**src/rtl/chip8_mem_arbiter_if.sv**
```systemverilog
// chip8_mem_arbiter_if: requester, read-return and RAM-port signals of the
// Chip-8 main RAM arbiter. The slave modport is the arbiter's view; the
// master modport is the view of the surrounding requesters plus the RAM.
interface chip8_mem_arbiter_if #(
  parameter int unsigned AW = 12,
  parameter int unsigned DW = 8
);
  logic          ld_req;
  logic          ld_we;
  logic [AW-1:0] ld_addr;
  logic [DW-1:0] ld_wdata;
  logic          ld_gnt;

  logic          bl_req;
  logic [AW-1:0] bl_addr;
  logic          bl_lock;
  logic          bl_gnt;

  logic          cpu_req;
  logic          cpu_we;
  logic [AW-1:0] cpu_addr;
  logic [DW-1:0] cpu_wdata;
  logic          cpu_gnt;

  logic [DW-1:0] rdata;
  logic          ld_rvalid;
  logic          bl_rvalid;
  logic          cpu_rvalid;

  logic          mem_en;
  logic          mem_we;
  logic [AW-1:0] mem_addr;
  logic [DW-1:0] mem_din;
  logic [DW-1:0] mem_dout;

  modport slave (
    input  ld_req, ld_we, ld_addr, ld_wdata,
    input  bl_req, bl_addr, bl_lock,
    input  cpu_req, cpu_we, cpu_addr, cpu_wdata,
    input  mem_dout,
    output ld_gnt, bl_gnt, cpu_gnt,
    output rdata, ld_rvalid, bl_rvalid, cpu_rvalid,
    output mem_en, mem_we, mem_addr, mem_din
  );

  modport master (
    output ld_req, ld_we, ld_addr, ld_wdata,
    output bl_req, bl_addr, bl_lock,
    output cpu_req, cpu_we, cpu_addr, cpu_wdata,
    output mem_dout,
    input  ld_gnt, bl_gnt, cpu_gnt,
    input  rdata, ld_rvalid, bl_rvalid, cpu_rvalid,
    input  mem_en, mem_we, mem_addr, mem_din
  );
endinterface

```
**src/rtl/chip8_mem_arbiter.sv**
```systemverilog
// chip8_mem_arbiter: shares the single-port Chip-8 main RAM between the ROM
// loader, the blitter sprite fetch and the CPU. One access per clock is
// granted, registered onto the RAM port, and its read data is steered back
// to the issuer by a tag pipeline that tracks the RAM read latency.
// Optional feature macro: CHIP8_ARB_RR_EN (round-robin blitter/cpu priority;
// when undefined the blitter always beats the cpu).
module chip8_mem_arbiter #(
  parameter int unsigned AW         = 12,
  parameter int unsigned DW         = 8,
  parameter int unsigned RD_LATENCY = 1
) (
  input logic                clk,
  input logic                reset,
  chip8_mem_arbiter_if.slave bus
);

  typedef enum logic { UNLOCKED = 1'b0, LOCKED = 1'b1 } lock_state_e;
  typedef enum logic [1:0] { SEL_NONE, SEL_LD, SEL_BL, SEL_CPU } sel_e;

  lock_state_e   lock_q, lock_d;
  sel_e          sel;
  logic          lock_hold;
  logic          bl_first;

  logic          mem_en_q, mem_en_d;
  logic          mem_we_q, mem_we_d;
  logic [AW-1:0] mem_addr_q, mem_addr_d;
  logic [DW-1:0] mem_din_q, mem_din_d;

  // Tag per pipeline stage: one-hot {ld, bl, cpu} read marker, zero for writes.
  // Stage 0 travels with mem_*; stage RD_LATENCY lines up with mem_dout.
  logic [2:0]    tag_q [RD_LATENCY+1];
  logic [2:0]    tag_d [RD_LATENCY+1];

`ifdef CHIP8_ARB_RR_EN
  typedef enum logic { RR_BL = 1'b0, RR_CPU = 1'b1 } rr_e;
  rr_e rr_q, rr_d;

  // The pointer names the port served last; the other one wins a tie.
  always_comb begin
    bl_first = (rr_q == RR_CPU);
  end

  // Pointer follows blitter/cpu grants, frozen while the bus is locked.
  always_comb begin
    rr_d = rr_q;
    if (lock_q == UNLOCKED) begin
      if (sel == SEL_BL)       rr_d = RR_BL;
      else if (sel == SEL_CPU) rr_d = RR_CPU;
    end
  end

  // Round-robin pointer register.
  always_ff @(posedge clk) begin
    if (reset) rr_q <= RR_CPU;
    else       rr_q <= rr_d;
  end
`else
  // Fixed priority: blitter always ahead of cpu.
  always_comb begin
    bl_first = 1'b1;
  end
`endif

  // Arbitration and lock next state. A lock only holds while bl_lock stays
  // high, so the cycle that drops bl_lock already arbitrates normally.
  always_comb begin
    sel       = SEL_NONE;
    lock_hold = (lock_q == LOCKED) && bus.bl_lock;
    if (reset) begin
      sel = SEL_NONE;
    end else if (lock_hold) begin
      if (bus.bl_req) sel = SEL_BL;
    end else if (bus.ld_req) begin
      sel = SEL_LD;
    end else if (bus.bl_req && bus.cpu_req) begin
      sel = bl_first ? SEL_BL : SEL_CPU;
    end else if (bus.bl_req) begin
      sel = SEL_BL;
    end else if (bus.cpu_req) begin
      sel = SEL_CPU;
    end
    lock_d = (bus.bl_lock && (lock_hold || sel == SEL_BL)) ? LOCKED : UNLOCKED;
  end

  // Transfer mux: selected access onto the RAM port, read tag into the pipe.
  always_comb begin
    mem_en_d   = 1'b0;
    mem_we_d   = 1'b0;
    mem_addr_d = mem_addr_q;
    mem_din_d  = mem_din_q;
    tag_d[0]   = '0;
    case (sel)
      SEL_LD: begin
        mem_en_d   = 1'b1;
        mem_we_d   = bus.ld_we;
        mem_addr_d = bus.ld_addr;
        mem_din_d  = bus.ld_wdata;
        tag_d[0]   = {~bus.ld_we, 2'b00};
      end
      SEL_BL: begin
        mem_en_d   = 1'b1;
        mem_addr_d = bus.bl_addr;
        tag_d[0]   = 3'b010;
      end
      SEL_CPU: begin
        mem_en_d   = 1'b1;
        mem_we_d   = bus.cpu_we;
        mem_addr_d = bus.cpu_addr;
        mem_din_d  = bus.cpu_wdata;
        tag_d[0]   = {2'b00, ~bus.cpu_we};
      end
      default: ;
    endcase
    for (int unsigned i = 1; i <= RD_LATENCY; i++) tag_d[i] = tag_q[i-1];
  end

  // State, RAM port and tag pipeline registers; reset drops in-flight reads.
  always_ff @(posedge clk) begin
    if (reset) begin
      lock_q     <= UNLOCKED;
      mem_en_q   <= 1'b0;
      mem_we_q   <= 1'b0;
      mem_addr_q <= '0;
      mem_din_q  <= '0;
      for (int unsigned i = 0; i <= RD_LATENCY; i++) tag_q[i] <= '0;
    end else begin
      lock_q     <= lock_d;
      mem_en_q   <= mem_en_d;
      mem_we_q   <= mem_we_d;
      mem_addr_q <= mem_addr_d;
      mem_din_q  <= mem_din_d;
      for (int unsigned i = 0; i <= RD_LATENCY; i++) tag_q[i] <= tag_d[i];
    end
  end

  // Output drive: grants are combinational, everything else registered.
  always_comb begin
    bus.ld_gnt     = (sel == SEL_LD);
    bus.bl_gnt     = (sel == SEL_BL);
    bus.cpu_gnt    = (sel == SEL_CPU);
    bus.mem_en     = mem_en_q;
    bus.mem_we     = mem_we_q;
    bus.mem_addr   = mem_addr_q;
    bus.mem_din    = mem_din_q;
    bus.rdata      = bus.mem_dout;
    bus.ld_rvalid  = tag_q[RD_LATENCY][2];
    bus.bl_rvalid  = tag_q[RD_LATENCY][1];
    bus.cpu_rvalid = tag_q[RD_LATENCY][0];
  end

endmodule

```
**src/flat_wrapper.sv**
```systemverilog
// flat-port wrapper written by rule: the top's interface ports become plain ports
module chip8_mem_arbiter_flat 
#(
  parameter int unsigned AW         = 12,
  parameter int unsigned DW         = 8,
  parameter int unsigned RD_LATENCY = 1
)
  (clk, reset, bus_ld_req, bus_ld_we, bus_ld_addr, bus_ld_wdata, bus_bl_req, bus_bl_addr, bus_bl_lock, bus_cpu_req, bus_cpu_we, bus_cpu_addr, bus_cpu_wdata, bus_mem_dout, bus_ld_gnt, bus_bl_gnt, bus_cpu_gnt, bus_rdata, bus_ld_rvalid, bus_bl_rvalid, bus_cpu_rvalid, bus_mem_en, bus_mem_we, bus_mem_addr, bus_mem_din);
  chip8_mem_arbiter_if #(.AW(AW), .DW(DW)) bus_i ();
  input logic clk;
  input logic reset;
  input wire logic [$bits(bus_i.ld_req)-1:0] bus_ld_req;
  input wire logic [$bits(bus_i.ld_we)-1:0] bus_ld_we;
  input wire logic [$bits(bus_i.ld_addr)-1:0] bus_ld_addr;
  input wire logic [$bits(bus_i.ld_wdata)-1:0] bus_ld_wdata;
  input wire logic [$bits(bus_i.bl_req)-1:0] bus_bl_req;
  input wire logic [$bits(bus_i.bl_addr)-1:0] bus_bl_addr;
  input wire logic [$bits(bus_i.bl_lock)-1:0] bus_bl_lock;
  input wire logic [$bits(bus_i.cpu_req)-1:0] bus_cpu_req;
  input wire logic [$bits(bus_i.cpu_we)-1:0] bus_cpu_we;
  input wire logic [$bits(bus_i.cpu_addr)-1:0] bus_cpu_addr;
  input wire logic [$bits(bus_i.cpu_wdata)-1:0] bus_cpu_wdata;
  input wire logic [$bits(bus_i.mem_dout)-1:0] bus_mem_dout;
  output wire logic [$bits(bus_i.ld_gnt)-1:0] bus_ld_gnt;
  output wire logic [$bits(bus_i.bl_gnt)-1:0] bus_bl_gnt;
  output wire logic [$bits(bus_i.cpu_gnt)-1:0] bus_cpu_gnt;
  output wire logic [$bits(bus_i.rdata)-1:0] bus_rdata;
  output wire logic [$bits(bus_i.ld_rvalid)-1:0] bus_ld_rvalid;
  output wire logic [$bits(bus_i.bl_rvalid)-1:0] bus_bl_rvalid;
  output wire logic [$bits(bus_i.cpu_rvalid)-1:0] bus_cpu_rvalid;
  output wire logic [$bits(bus_i.mem_en)-1:0] bus_mem_en;
  output wire logic [$bits(bus_i.mem_we)-1:0] bus_mem_we;
  output wire logic [$bits(bus_i.mem_addr)-1:0] bus_mem_addr;
  output wire logic [$bits(bus_i.mem_din)-1:0] bus_mem_din;
  assign bus_i.ld_req = bus_ld_req;
  assign bus_i.ld_we = bus_ld_we;
  assign bus_i.ld_addr = bus_ld_addr;
  assign bus_i.ld_wdata = bus_ld_wdata;
  assign bus_i.bl_req = bus_bl_req;
  assign bus_i.bl_addr = bus_bl_addr;
  assign bus_i.bl_lock = bus_bl_lock;
  assign bus_i.cpu_req = bus_cpu_req;
  assign bus_i.cpu_we = bus_cpu_we;
  assign bus_i.cpu_addr = bus_cpu_addr;
  assign bus_i.cpu_wdata = bus_cpu_wdata;
  assign bus_i.mem_dout = bus_mem_dout;
  assign bus_ld_gnt = bus_i.ld_gnt;
  assign bus_bl_gnt = bus_i.bl_gnt;
  assign bus_cpu_gnt = bus_i.cpu_gnt;
  assign bus_rdata = bus_i.rdata;
  assign bus_ld_rvalid = bus_i.ld_rvalid;
  assign bus_bl_rvalid = bus_i.bl_rvalid;
  assign bus_cpu_rvalid = bus_i.cpu_rvalid;
  assign bus_mem_en = bus_i.mem_en;
  assign bus_mem_we = bus_i.mem_we;
  assign bus_mem_addr = bus_i.mem_addr;
  assign bus_mem_din = bus_i.mem_din;
  chip8_mem_arbiter #(.AW(AW), .DW(DW), .RD_LATENCY(RD_LATENCY)) u_core (.clk(clk), .reset(reset), .bus(bus_i));
endmodule
```
**config.mk**
```make
export PLATFORM = sky130hd
export DESIGN_NAME = chip8_mem_arbiter_flat
export DESIGN_NICKNAME = d
export VERILOG_FILES = /design/src/rtl/chip8_mem_arbiter_if.sv /design/src/rtl/chip8_mem_arbiter.sv /design/src/flat_wrapper.sv
export SDC_FILE = /design/constraint.sdc
export NUM_CORES = 1
export LEC_CHECK = 0
export BUFFER_PORTS_ARGS = -buffer_cell sky130_fd_sc_hd__buf_4
export CAP_MARGIN = 0
export CORE_MARGIN = 1
export CORE_UTILIZATION = 41
export CTS_CLUSTER_DIAMETER = 120
export DETAILED_ROUTE_END_ITERATION = 10
export PLACE_DENSITY = 0.84
export SETUP_SLACK_MARGIN = 0.3
export SYNTH_ARGS = -nofsm -noshare
export SYNTH_HDL_FRONTEND = slang
export SYNTH_SLANG_ARGS = --single-unit
```
**constraint.sdc**
```tcl
create_clock -name clk -period 2.45 [get_ports clk]
set_clock_uncertainty 0.05 [all_clocks]
set_input_delay 0.1225 -clock clk [delete_from_list [all_inputs] [get_ports clk]]
set_output_delay 0.1225 -clock clk [all_outputs]
set_load 0.005 [all_outputs]
```
==> impl_metrics.py <==
metrics = {
    "clocking": {
        "clock_latency_ns": 0.31,
        "cts_resized": 0,
        "cts_inserted_buffers": 5,
        "post_cts_buffers": 0,
        "ctsLongestPathBuffers": 2,
        "clkSlewWorstSetupHoldPaths_ns": 0.10,
        "holdBufCountCts": 3,
        "cts_tree": "done",
        "cts-htree-levels": 2,
        "cts_num_sinks": 29,
        "clockRootBuffer": "clkbuf_4",
    },
    "floorplanning": {
        "row_count": 19,
        "coreArea_um2": 2850,
        "die_area_um2": 3330,
        "die_y_um": 57.7,
        "dieWidth_um": 57.7,
        "start_util": 0.446,
        "io_pins": 104,
    },
    "global_route": {
        "grt_pass1_wl_mm": 6.08,
        "grt_pass1_vias": 1373,
        "antenna_found_initial": 0,
        "grt_usage": 0.241,
        "grt-ovfl-total": 0,
        "grt_max_degree": 32,
    },
    "place": {
        "portBuffers": 87,
        "dpl.cell_count": 237,
        "dp_hpwl_mm": 2.84,
        "dp_worst_setup_slack_ns": 0.628,
        "place_congestion": 0.696,
    },
    "synth": {
        "synth_area_leaders": "dfxtp_1 46%, a22oi_1 7.7%, a211oi_1 7.1%",
        "synth_cell_type_count": 25,
        "avgSynthCellArea_um2": 9.23,
        "yosysTopAreaCellShare": 0.456,
        "syn-num-nets": 206,
        "netlist_area_um2": 1270,
        "synth_seq_cells": 29,
        "yosysTopAreaCell": "dfxtp_1",
        "ys_seq_area_frac": 0.456,
        "syn_inst": 138,
        "ys_warn_count": 0,
    },
    "finish": {
        "drive_gt1_frac": 0.452,
        "final_cell_mix": "89 x buf_4, 29 x dfxtp_1, 13 x nor3_1, 13 x a22oi_1, 12 x a211oi_1",
        "syn2layout_area_growth_pct": 57.5,
        "nets": 288,
        "layout_commonest_cell": "buf_4",
        "fin_cells": 252,
        "antennaDiodeCount": 0,
    },
    "outcome": {
        "violations": "design-rule violations",
        "status": "finished with violations",
    },
    "power_and_ir_drop": {
        "leakage_nw": 0.903,
        "p_total_mw": 1.15,
        "ir_drop_uv": 357,
        "power.density_nw_per_um2": 576,
    },
    "timing": {
        "worst_pin_slew_ns": 0.854,
        "max_slew_margin": 0.430,
        "max_freq_ghz": 0.515,
        "tns_ns": 0,
        "hold_viol_final": 0,
        "rsz0062_at_grt": "false",
        "drv_slew": 0,
        "finalCriticalPeriod_ns": 1.94,
        "setup_viol": 0,
        "setup_ws_ns": 0.507,
        "min_period_over_period": 0.793,
    },
    "drt": {
        "viasPerCell": 5.59,
        "via_count": 1409,
        "ant_nets": 0,
        "drc_errors": 7,
        "wl_per_cell_um": 15.8,
        "wl_mm": 3.99,
        "drt_first_pass_iters": 8,
        "drt_iter0_markers": 106,
    },
    "run": {
        "cap_viol_max_count": 0,
    },
    "setup_path": {
        "worstPathMaxFanout": 23,
        "crit_arrival_ns": 1.77,
        "cp.required_ns": 2.28,
        "setup.worst_path.end_class": "output port",
        "timing.setup.critical_path_class": "reg2out",
        "crit_path_start_kind": "flip-flop",
    },
    "worst_hold_path": {
        "hold_class": "in2reg",
    },
}
==> final timing paths <==
| path | depth (start not counted) | slack (ns) | start | end |
|---|---|---|---|---|
| min reg2reg | 1 | 0.39 | u_core.tag_q[0][2] | u_core.tag_q[0][5] |
| max reg2reg | 4 | 0.60 | u_core.lock_q | u_core.bus.mem_addr[1] |
| max | 3 | 0.51 | u_core.lock_q | bus_cpu_gnt |
| min | 3 | 0.02 | bus_ld_wdata[2] | u_core.bus.mem_din[2] |
==> synth_stat cells <==
cell / count
inv_2: 1
o21ai_0: 10
nor3_1: 13
clkbuf_2: 1
o21ai_1: 4
buf_6: 2
nor3b_1: 2
a222oi_1: 8
buf_2: 4
a21bo_2: 1
inv_1: 1
nor2_1: 10
a21oi_1: 1
buf_4: 8
nor3_2: 1
and3_1: 1
o21a_1: 1
nor2b_1: 6
dfxtp_1: 29
a22oi_1: 13
a211oi_1: 12
clkbuf_1: 6
nand2_1: 1
a21boi_2: 1
a211o_1: 1
==> state kept, by name, indices dropped and copies added (netlist names) <==
name,count
u_core.bus.mem_en,1
u_core.lock_q,1
u_core.tag_q,6
u_core.bus.mem_addr,12
u_core.bus.mem_din,8
u_core.bus.mem_we,1
==> layer usage <==
metal | GRT usage | wire length, um | up-vias
met5 | 0 | 0 | -
met4 | 0.112 | 44 | 0
met3 | 0.0893 | 256 | 4
met2 | 0.422 | 2180 | 56
met1 | 0.257 | 1510 | 673
li1 | - | - | 676
==> where the power goes <==
part	total [mW]	internal [mW]	switching, mW
clock	0.400	0.244	0.157
sequential	0.520	0.503	0.0164
combinational	0.234	0.140	0.0942
==> critical path: stages, from the launching register on <==
cell and delay [ns]:
dfxtp_1 0.36, nand2_1 0.12, and3_1 0.74, buf_4 0.24
==> logic make-up (layout without fill, tap and decap cells) <==
logic type / count (synthesis) / after routing / share of synthesized area
compound gates: 52 / 52 / 0.299
simple gates: 34 / 34 / 0.138
flops: 29 / 29 / 0.456
buf+inv: 23 / 106 / 0.108
==> metrics by stage <==
stage	hold slack [ns]	util	cell area (um^2)
after global routing	0.00265	0.703	2010
after CTS	0.00543	0.689	1970
after floorplan	0.144	-	1270
final	0.0193	0.703	2010
after detailed placement	0.195	0.649	1850
after global placement	0.195	0.649	1850
==> cell type report <==
type | instances | area [um^2]
clock buffers | 7 | 55.1
clock inverters | 1 | 30.0
fillers | 222 | 847
inverters | 2 | 7.51
multi-input cells | 86 | 556
flip-flops and latches | 29 | 581
well taps | 31 | 38.8
repair buffers | 96 | 738
Note: power is estimated with default switching activity, not from simulation.
